### config.mk
export PLATFORM = sky130hd
export DESIGN_NAME = seg7_scan_ctrl
export DESIGN_NICKNAME = d
export VERILOG_FILES = /design/src/rtl/seg7_scan_ctrl.sv
export SDC_FILE = /design/constraint.sdc
export NUM_CORES = 1
export LEC_CHECK = 0
export CAP_MARGIN = 20
export CORE_ASPECT_RATIO = 1.2
export CORE_UTILIZATION = 55
export CTS_CLUSTER_DIAMETER = 40
export CTS_CLUSTER_SIZE = 24
export DETAILED_ROUTE_END_ITERATION = 7
export GPL_TIMING_DRIVEN = 0
export PLACE_DENSITY = 0.8
export REMOVE_ABC_BUFFERS = 1
export SLEW_MARGIN = 20
export SYNTH_ARGS = -nofsm -noshare
export SYNTH_HDL_FRONTEND = slang
export SYNTH_SLANG_ARGS = --single-unit
### constraint.sdc
create_clock -name clk -period 3.25 [get_ports clk]
set_input_delay 0.65 -clock clk [delete_from_list [all_inputs] [get_ports clk]]
set_output_delay 0.65 -clock clk [all_outputs]
set_load 0.02 [all_outputs]
### src/rtl/seg7_scan_ctrl.sv
// Four-digit multiplexed 7-segment scanner. It adds an anti-ghost blank interval
// at the start of each digit slot and uses the low counter bits for brightness PWM.
module seg7_scan_ctrl #(
  parameter int DIV   = 50000,
  parameter int BLANK = 500
) (
  input  logic        clk,
  input  logic        reset,
  input  logic        enable,
  input  logic [15:0] digits_i,
  input  logic [3:0]  dp_i,
  input  logic [3:0]  digit_en_i,
  input  logic [3:0]  bright_i,
  output logic [7:0]  seg_o,
  output logic [3:0]  anodes_o,
  output logic [1:0]  digit_idx_o,
  output logic        frame_o
);

  localparam int CW = $clog2(DIV);

  typedef enum logic [1:0] {S_IDLE, S_BLANK, S_DRIVE} state_t;

  state_t      state_q, state_d;
  logic [CW-1:0] cnt_q, cnt_d;
  logic [1:0]  idx_q, idx_d;
  logic [15:0] dig_q, dig_d;
  logic [3:0]  dp_q, dp_d;
  logic [3:0]  en_q, en_d;
  logic [7:0]  seg_q, seg_d;
  logic [3:0]  an_q, an_d;
  logic [1:0]  idxo_q, idxo_d;
  logic        frame_q, frame_d;
  logic        latch;

  function automatic logic [6:0] dec7(input logic [3:0] n);
    case (n)
      4'h0: dec7 = 7'h40;  4'h1: dec7 = 7'h79;  4'h2: dec7 = 7'h24;  4'h3: dec7 = 7'h30;
      4'h4: dec7 = 7'h19;  4'h5: dec7 = 7'h12;  4'h6: dec7 = 7'h02;  4'h7: dec7 = 7'h78;
      4'h8: dec7 = 7'h00;  4'h9: dec7 = 7'h10;  4'hA: dec7 = 7'h08;  4'hB: dec7 = 7'h03;
      4'hC: dec7 = 7'h46;  4'hD: dec7 = 7'h21;  4'hE: dec7 = 7'h06;  default: dec7 = 7'h0E;
    endcase
  endfunction

  // Segment/anode outputs are registered from the current state and counter, so
  // they trail the counter by one cycle; digit_idx_o is delayed the same way.
  always_comb begin
    state_d = state_q;
    cnt_d   = cnt_q;
    idx_d   = idx_q;
    dig_d   = dig_q;
    dp_d    = dp_q;
    en_d    = en_q;
    seg_d   = 8'hFF;
    an_d    = 4'hF;
    idxo_d  = idx_q;
    latch   = 1'b0;
    if (!enable) begin
      state_d = S_IDLE;
      cnt_d   = '0;
      idx_d   = 2'd0;
      idxo_d  = 2'd0;
    end else begin
      case (state_q)
        S_IDLE: begin
          state_d = S_BLANK;
          cnt_d   = '0;
          idx_d   = 2'd0;
          idxo_d  = 2'd0;
          latch   = 1'b1;
        end
        S_BLANK: begin
          cnt_d = cnt_q + 1'b1;
          if (cnt_q == CW'(BLANK - 1)) state_d = S_DRIVE;
        end
        S_DRIVE: begin
          seg_d = {~dp_q[idx_q], dec7(dig_q[{idx_q, 2'b00} +: 4])};
          if (en_q[idx_q] && (cnt_q[3:0] <= bright_i)) an_d[idx_q] = 1'b0;
          if (cnt_q == CW'(DIV - 1)) begin
            cnt_d   = '0;
            idx_d   = idx_q + 2'd1;
            state_d = S_BLANK;
            latch   = (idx_q == 2'd3);
          end else begin
            cnt_d = cnt_q + 1'b1;
          end
        end
        default: state_d = S_IDLE;
      endcase
    end
    if (latch) begin
      dig_d = digits_i;
      dp_d  = dp_i;
      en_d  = digit_en_i;
    end
    frame_d = latch;
  end

  always_ff @(posedge clk or posedge reset) begin
    if (reset) begin
      state_q <= S_IDLE;
      cnt_q   <= '0;
      idx_q   <= 2'd0;
      dig_q   <= '0;
      dp_q    <= '0;
      en_q    <= '0;
      seg_q   <= 8'hFF;
      an_q    <= 4'hF;
      idxo_q  <= 2'd0;
      frame_q <= 1'b0;
    end else begin
      state_q <= state_d;
      cnt_q   <= cnt_d;
      idx_q   <= idx_d;
      dig_q   <= dig_d;
      dp_q    <= dp_d;
      en_q    <= en_d;
      seg_q   <= seg_d;
      an_q    <= an_d;
      idxo_q  <= idxo_d;
      frame_q <= frame_d;
    end
  end

  assign seg_o       = seg_q;
  assign anodes_o    = an_q;
  assign digit_idx_o = idxo_q;
  assign frame_o     = frame_q;

endmodule
Yosys cells after proc, flatten, opt, wreduce, memory -nomap -nowiden

Memory sizes are Yosys's and may differ from the RTL's.
Cells that the tools add are included.
W data, S select, Z words.

Register bits after elaboration: 59
Latch bits: 0
Bits in writable memories: 0
ROM bits: 112
Input port bits: 31
Output and inout port bits: 15
Logic and storage cells: 59
Memories: 1

Add/sub/neg operators: 2
Multiply operators: 0
Div/mod/pow operators: 0
Magnitude comparators: 3
Equal/unequal tests: 9
Shift operators: 1
Multiplexer cells: 26
Bitwise operators: 2
Reduce and logical (&&, ||, !) cells: 5

Memory list:

| memory           | depth | width | read ports | clocked after memory_dff | wr ports | line | RTL |
|---|---|---|---|---|---|---|---|
| (name not given) | 16    | 7     | 1          | 0                        | 0        | 37   | `case (n)` |

Operators by type and width:

| kind                    | count |
|---|---|
| $pmux W16 S3            | 1 |
| $mux W16                | 2 |
| $add A16 B1 Y16 const B | 1 |
| $eq A16 B16 Y1 const B  | 1 |
| $eq A16 B9 Y1 const B   | 1 |
| $mux W8                 | 2 |
| $shiftx A16 B5 Y4       | 1 |
| $mux W2                 | 7 |
| $mux W4                 | 3 |
| $ne A3 B3 Y1 const B    | 2 |
| $pmux W2 S3             | 1 |
| $mux W1                 | 5 |
| $bmux W1 S2             | 2 |
| $eq A2 B2 Y1 const B    | 2 |
| $le A4 B4 Y1            | 1 |
| $ne A4 B1 Y1 const B    | 1 |
| $not A4 Y4              | 1 |
| $pmux W2 S2             | 1 |
| $reduce_and A2 Y1       | 2 |
| $lt A2 B3 Y1 const B    | 1 |
| $ne A3 B1 Y1 const B    | 1 |
| $add A2 B1 Y2 const B   | 1 |
| $demux W1 S2            | 1 |
| $eq A2 B1 Y1 const B    | 1 |
| 5 further kinds         | 6 |

Depth between registers and ports, before layout

Depth in word-level cells: 8
Mapped depth: 9

Worst setup path before layout

Ideal clock, no wire load.

Path kind: reg2reg
From: register state_q[0]
To: register cnt_q[13]
Arrival time: 1.897 ns
Setup slack: 1.288 ns
Stages on the path, launching flop included: 10
Path buffers: 2
Clock period less this slack: 1.962 ns
Cell sequence: dfrtp_1 > inv_1 > ha_1 > buf_2 > nor2_1 > a41o_2 > or2_4 > buf_6 > nor4_2 > a211o_1

Cells in the longest elaborated chain, start to end: 3

RTL lines:

| item                                 | line | RTL |
|---|---|---|
| start, declared                      | 24   | `state_t state_q, state_d;` |
| start signal, assigned               | 112  | `state_q <= state_d;` |
| $eq A2 B2 Y1 (tied with other cells) | 64   | `case (state_q)` |
| $pmux W16 S3                         | 64   |  |
| $mux W16                             | 58   | `if (!enable) begin` |
| end signal, assigned                 | 113  | `cnt_q <= cnt_d;` |
| end, declared                        | 25   | `logic [CW-1:0] cnt_q, cnt_d;` |

Several ways; a longest one is shown, not always the timed one.
A chain may end at the register's enable or synchronous reset.

Final worst setup path

From: register cnt_q[0]
To: register dig_q[11]

Cells in the longest elaborated chain, start to end: 4

RTL lines:

| item                 | line | RTL |
|---|---|---|
| $eq A16 B16 Y1       | 79   | `if (cnt_q == CW'(DIV - 1)) begin` |
| $mux W1              | 79   |  |
| $pmux W1 S2          | 64   |  |
| $mux W1              | 58   |  |
| end signal, assigned | 115  | `dig_q <= dig_d;` |
| end, declared        | 27   | `logic [15:0] dig_q, dig_d;` |

No other way between the ends.

==> impl_metrics.tcl <==
set metrics [dict create \
    clockBufferDepth 2 \
    htree_levels 3 \
    r2r_end "dig_q[11]$_DFFE_PP0P_" \
    hold_viol_final 0 \
    die_w_um 72.6 \
    cp_max_fo 25 \
    syn-cell-area_um2 3290 \
    ys.flop_type "dfrtp_1" \
    dr_wl_met3_um 189 \
    synth_top_area_frac 0.358 \
    hold_buffers 0 \
    worstSetupEndpoint "dig_q[11]$_DFFE_PP0P_" \
    crit_type "flip-flop to flip-flop" \
    synth_cell_types 58 \
    crit_chain "ha_1 -> and4b_4 -> nand4_4 -> nor2_4 -> o21ai_4 -> mux2_2" \
    vias 2292 \
    num_io_pins 46 \
    cpPeakStageDelay_ns 0.76 \
    fin_tns_setup_ns 0 \
    max_freq_mhz 404 \
    switching_share 0.314 \
    cts_tree "built" \
    crit_path_start_kind "flip-flop" \
    clk_pin_slew_worst_paths_ns 0.07 \
    drt_iter0_drc 198 \
    num_rows 30 \
    antenna_cells 0 \
    hold_path_depth 1 \
    startpoint "cnt_q[0]$_DFFE_PP0P_" \
    p_comb_frac 0.359 \
    regArea_um2 1490 \
    cts-root-buf "clkbuf_8" \
    dp.cells 391 \
    post-route-period-util 0.761 \
    portBuffers 45 \
    gp_congestion 0.874 \
    dr_wl_met2_mm 3.07 \
    insertion_delay_ns 0.34 \
    nNetsFinal 372 \
    r2r_slack_ns 0.78 \
    drc 0 \
    grt_pass1_vias 2269 \
    whs_ns 0.511 \
    ys_seq_area_frac 0.454 \
    multi_input_area_um2 1660 \
    rsz0062_at_grt "false" \
    cap_viol_max_count 0 \
    r2r_start "cnt_q[0]$_DFFE_PP0P_" \
    synth_enable_flop_cells 0 \
    p_clk_frac 0.273 \
    power_density_nw_per_um2 702 \
    synth_cells 277 \
    fp.dieH_um 86.7 \
    max-vdd-ir-drop_mv 0.492 \
    grt.total_usage 0.223 \
    grt_pass1_wl_mm 10.6 \
    coreArea_um2 5710 \
    cts_resized 0 \
    finalCriticalPeriod_ns 2.47 \
    worst_slew_pin_slew_ns 1.01 \
    power_mw 2.81 \
    synth.area.top_cells "dfrtp_1 (36%), dfstp_2 (9.6%), mux2_4 (9.1%)" \
    yosysMostFrequentCell "dfrtp_1" \
    synth_area_leader_cell "dfrtp_1" \
    cts_setup_buffers 0 \
    p_seq_frac 0.368 \
    skew_ns 0.00931 \
    wirelength_mm 6.27 \
    p_sw_uw 882 \
    intPower_mw 1.93 \
    post_drt_wl_per_cell_um 15.4 \
    avgSynthCellArea_um2 11.9 \
    met1_length_mm 2.89 \
    finalSetupViolCount 0 \
    cp.required_ns 3.48 \
    finalNonFillerCells 407 \
    relSlewSlack 0.327 \
    cpMaxStageDelayCell "o21ai_4" \
    reg2reg_depth 6 \
    syn_to_final_growth_pct 21.7 \
    antenna_found_initial 0 \
    hpwlAfterDp_mm 4.23 \
    grt_max_degree 60 \
    leakagePower_nw 1.73 \
    viasPerCell 5.63 \
    status "finished, final reports clean" \
    yosys_register_bits 59 \
    synthArstFlopShare 1.00 \
    initial_core_util 0.576 \
    crit_arrival_ns 2.71 \
    dr.pass1.iters 4 \
    routed.top_layer "met4" \
    crit_path_end_kind "flip-flop" \
    numCtsBuffers 9 \
    drive_gt1_frac 0.220 \
    die-area_um2 6290 \
    final_core_util 0.701 \
    maxSlewViolCount 0 \
    overflow 0 \
    hp-class "flip-flop to flip-flop" \
    ant_nets 0 \
    clock_sinks 59 \
    nFillCells 408 \
    ys_warn_count 0 \
    synthTopCellsByCount "dfrtp_1 (47), mux2_4 (20), ha_1 (19), nand2_1 (19), inv_1 (17)" \
]
==> power by group through the flow <==
stage,Combinational [mW],Sequential (mW),Clock (mW)
CTS,1.02,1.03,0.778
finish,1.01,1.03,0.767
global route,1.10,1.06,0.811
detailed placement,1.00,1.04,0
global placement,0.959,1.04,0
floorplan,0.756,1.03,0
==> worst max-delay path, delay by kind of cell, from the launching register on <==
| kind | cells | cell delay, ns |
|---|---|---|
| mux | 1 | 0.42 |
| flops | 1 | 0.44 |
| fa+ha+maj | 1 | 0.31 |
| compound gates | 1 | 0.76 |
| simple gates | 3 | 0.42 |
==> worst min-delay path by stage <==
stage                          startpoint                    end  slack (ns)
floorplan           dig_q[11]$_DFFE_PP0P_  dig_q[11]$_DFFE_PP0P_        0.47
global placement    dig_q[11]$_DFFE_PP0P_  dig_q[11]$_DFFE_PP0P_        0.49
detailed placement   dig_q[3]$_DFFE_PP0P_   dig_q[3]$_DFFE_PP0P_        0.49
CTS                 dig_q[13]$_DFFE_PP0P_  dig_q[13]$_DFFE_PP0P_        0.51
global route          dp_q[1]$_DFFE_PP0P_    dp_q[1]$_DFFE_PP0P_        0.52
finish                dp_q[1]$_DFFE_PP0P_    dp_q[1]$_DFFE_PP0P_        0.51
==> cell families (layout without fill, tap and decap cells) <==
kind of cell,Yosys count,count (layout),synth area share
adders and majority gates,19,19,0.0723
AOI/OAI and AO/OA,51,51,0.112
and+or+nand+nor,85,85,0.159
buffers and inverters,28,78,0.0426
xor gates and xnor gates,2,2,0.00533
DFF,59,59,0.454
muxes,33,33,0.156
==> through the flow <==
| stage | setup slack, ns | cell area [um^2] |
|---|---|---|
| finish | 0.776 | 4000 |
| global route | 0.650 | 4000 |
| CTS | 0.752 | 4000 |
| detailed placement | 0.523 | 3770 |
| global placement | 0.153 | 3760 |
| floorplan | 1.05 | 3210 |
==> sequential cells by signal, summed over array words and instances (netlist names) <==
| name | flops |
|---|---|
| seg_o | 8 |
| dig_q | 16 |
| dp_q | 4 |
| cnt_q | 16 |
| frame_o | 1 |
| digit_idx_o | 2 |
| idx_q | 2 |
| state_q | 2 |
| en_q | 4 |
| anodes_o | 4 |
==> routing by layer <==
metal / track usage / vias up
li1: - / 1101
met1: 0.296 / 1123
met2: 0.351 / 57
met3: 0.0407 / 11
met4: 0.107 / 0
met5: 0 / -
==> area by class of cell <==
class,instances,area share
clock inverter,4,0.0181
timing repair buffer,45,0.113
inverter,17,0.0166
sequential,59,0.373
clock buffer,12,0.0388
tap,80,0.0250
multi-input combinational,190,0.416
==> cell usage in the layout (no fill, tap or decap), types with 3 or more instances in the layout <==
cell / netlist / routed
a21o_1: 4 / 4
o21ai_1: 3 / 3
ha_1: 19 / 19
o21a_1: 4 / 4
mux4_2: 6 / 6
a21oi_1: 6 / 6
nor3b_1: 5 / 5
or3_1: 3 / 3
clkbuf_8: 0 / 11
dfrtp_1: 47 / 47
nor3_1: 5 / 5
clkdlybuf4s50_1: 0 / 45
mux2_4: 20 / 20
dfstp_2: 12 / 12
and2_1: 5 / 5
nand4_1: 8 / 8
mux2_2: 5 / 5
o21ai_0: 14 / 14
nand3_1: 12 / 12
nand2_1: 19 / 19
nand2b_1: 3 / 3
nor2_1: 8 / 8
inv_1: 17 / 16
Note: power is estimated with default switching activity, not from simulation.
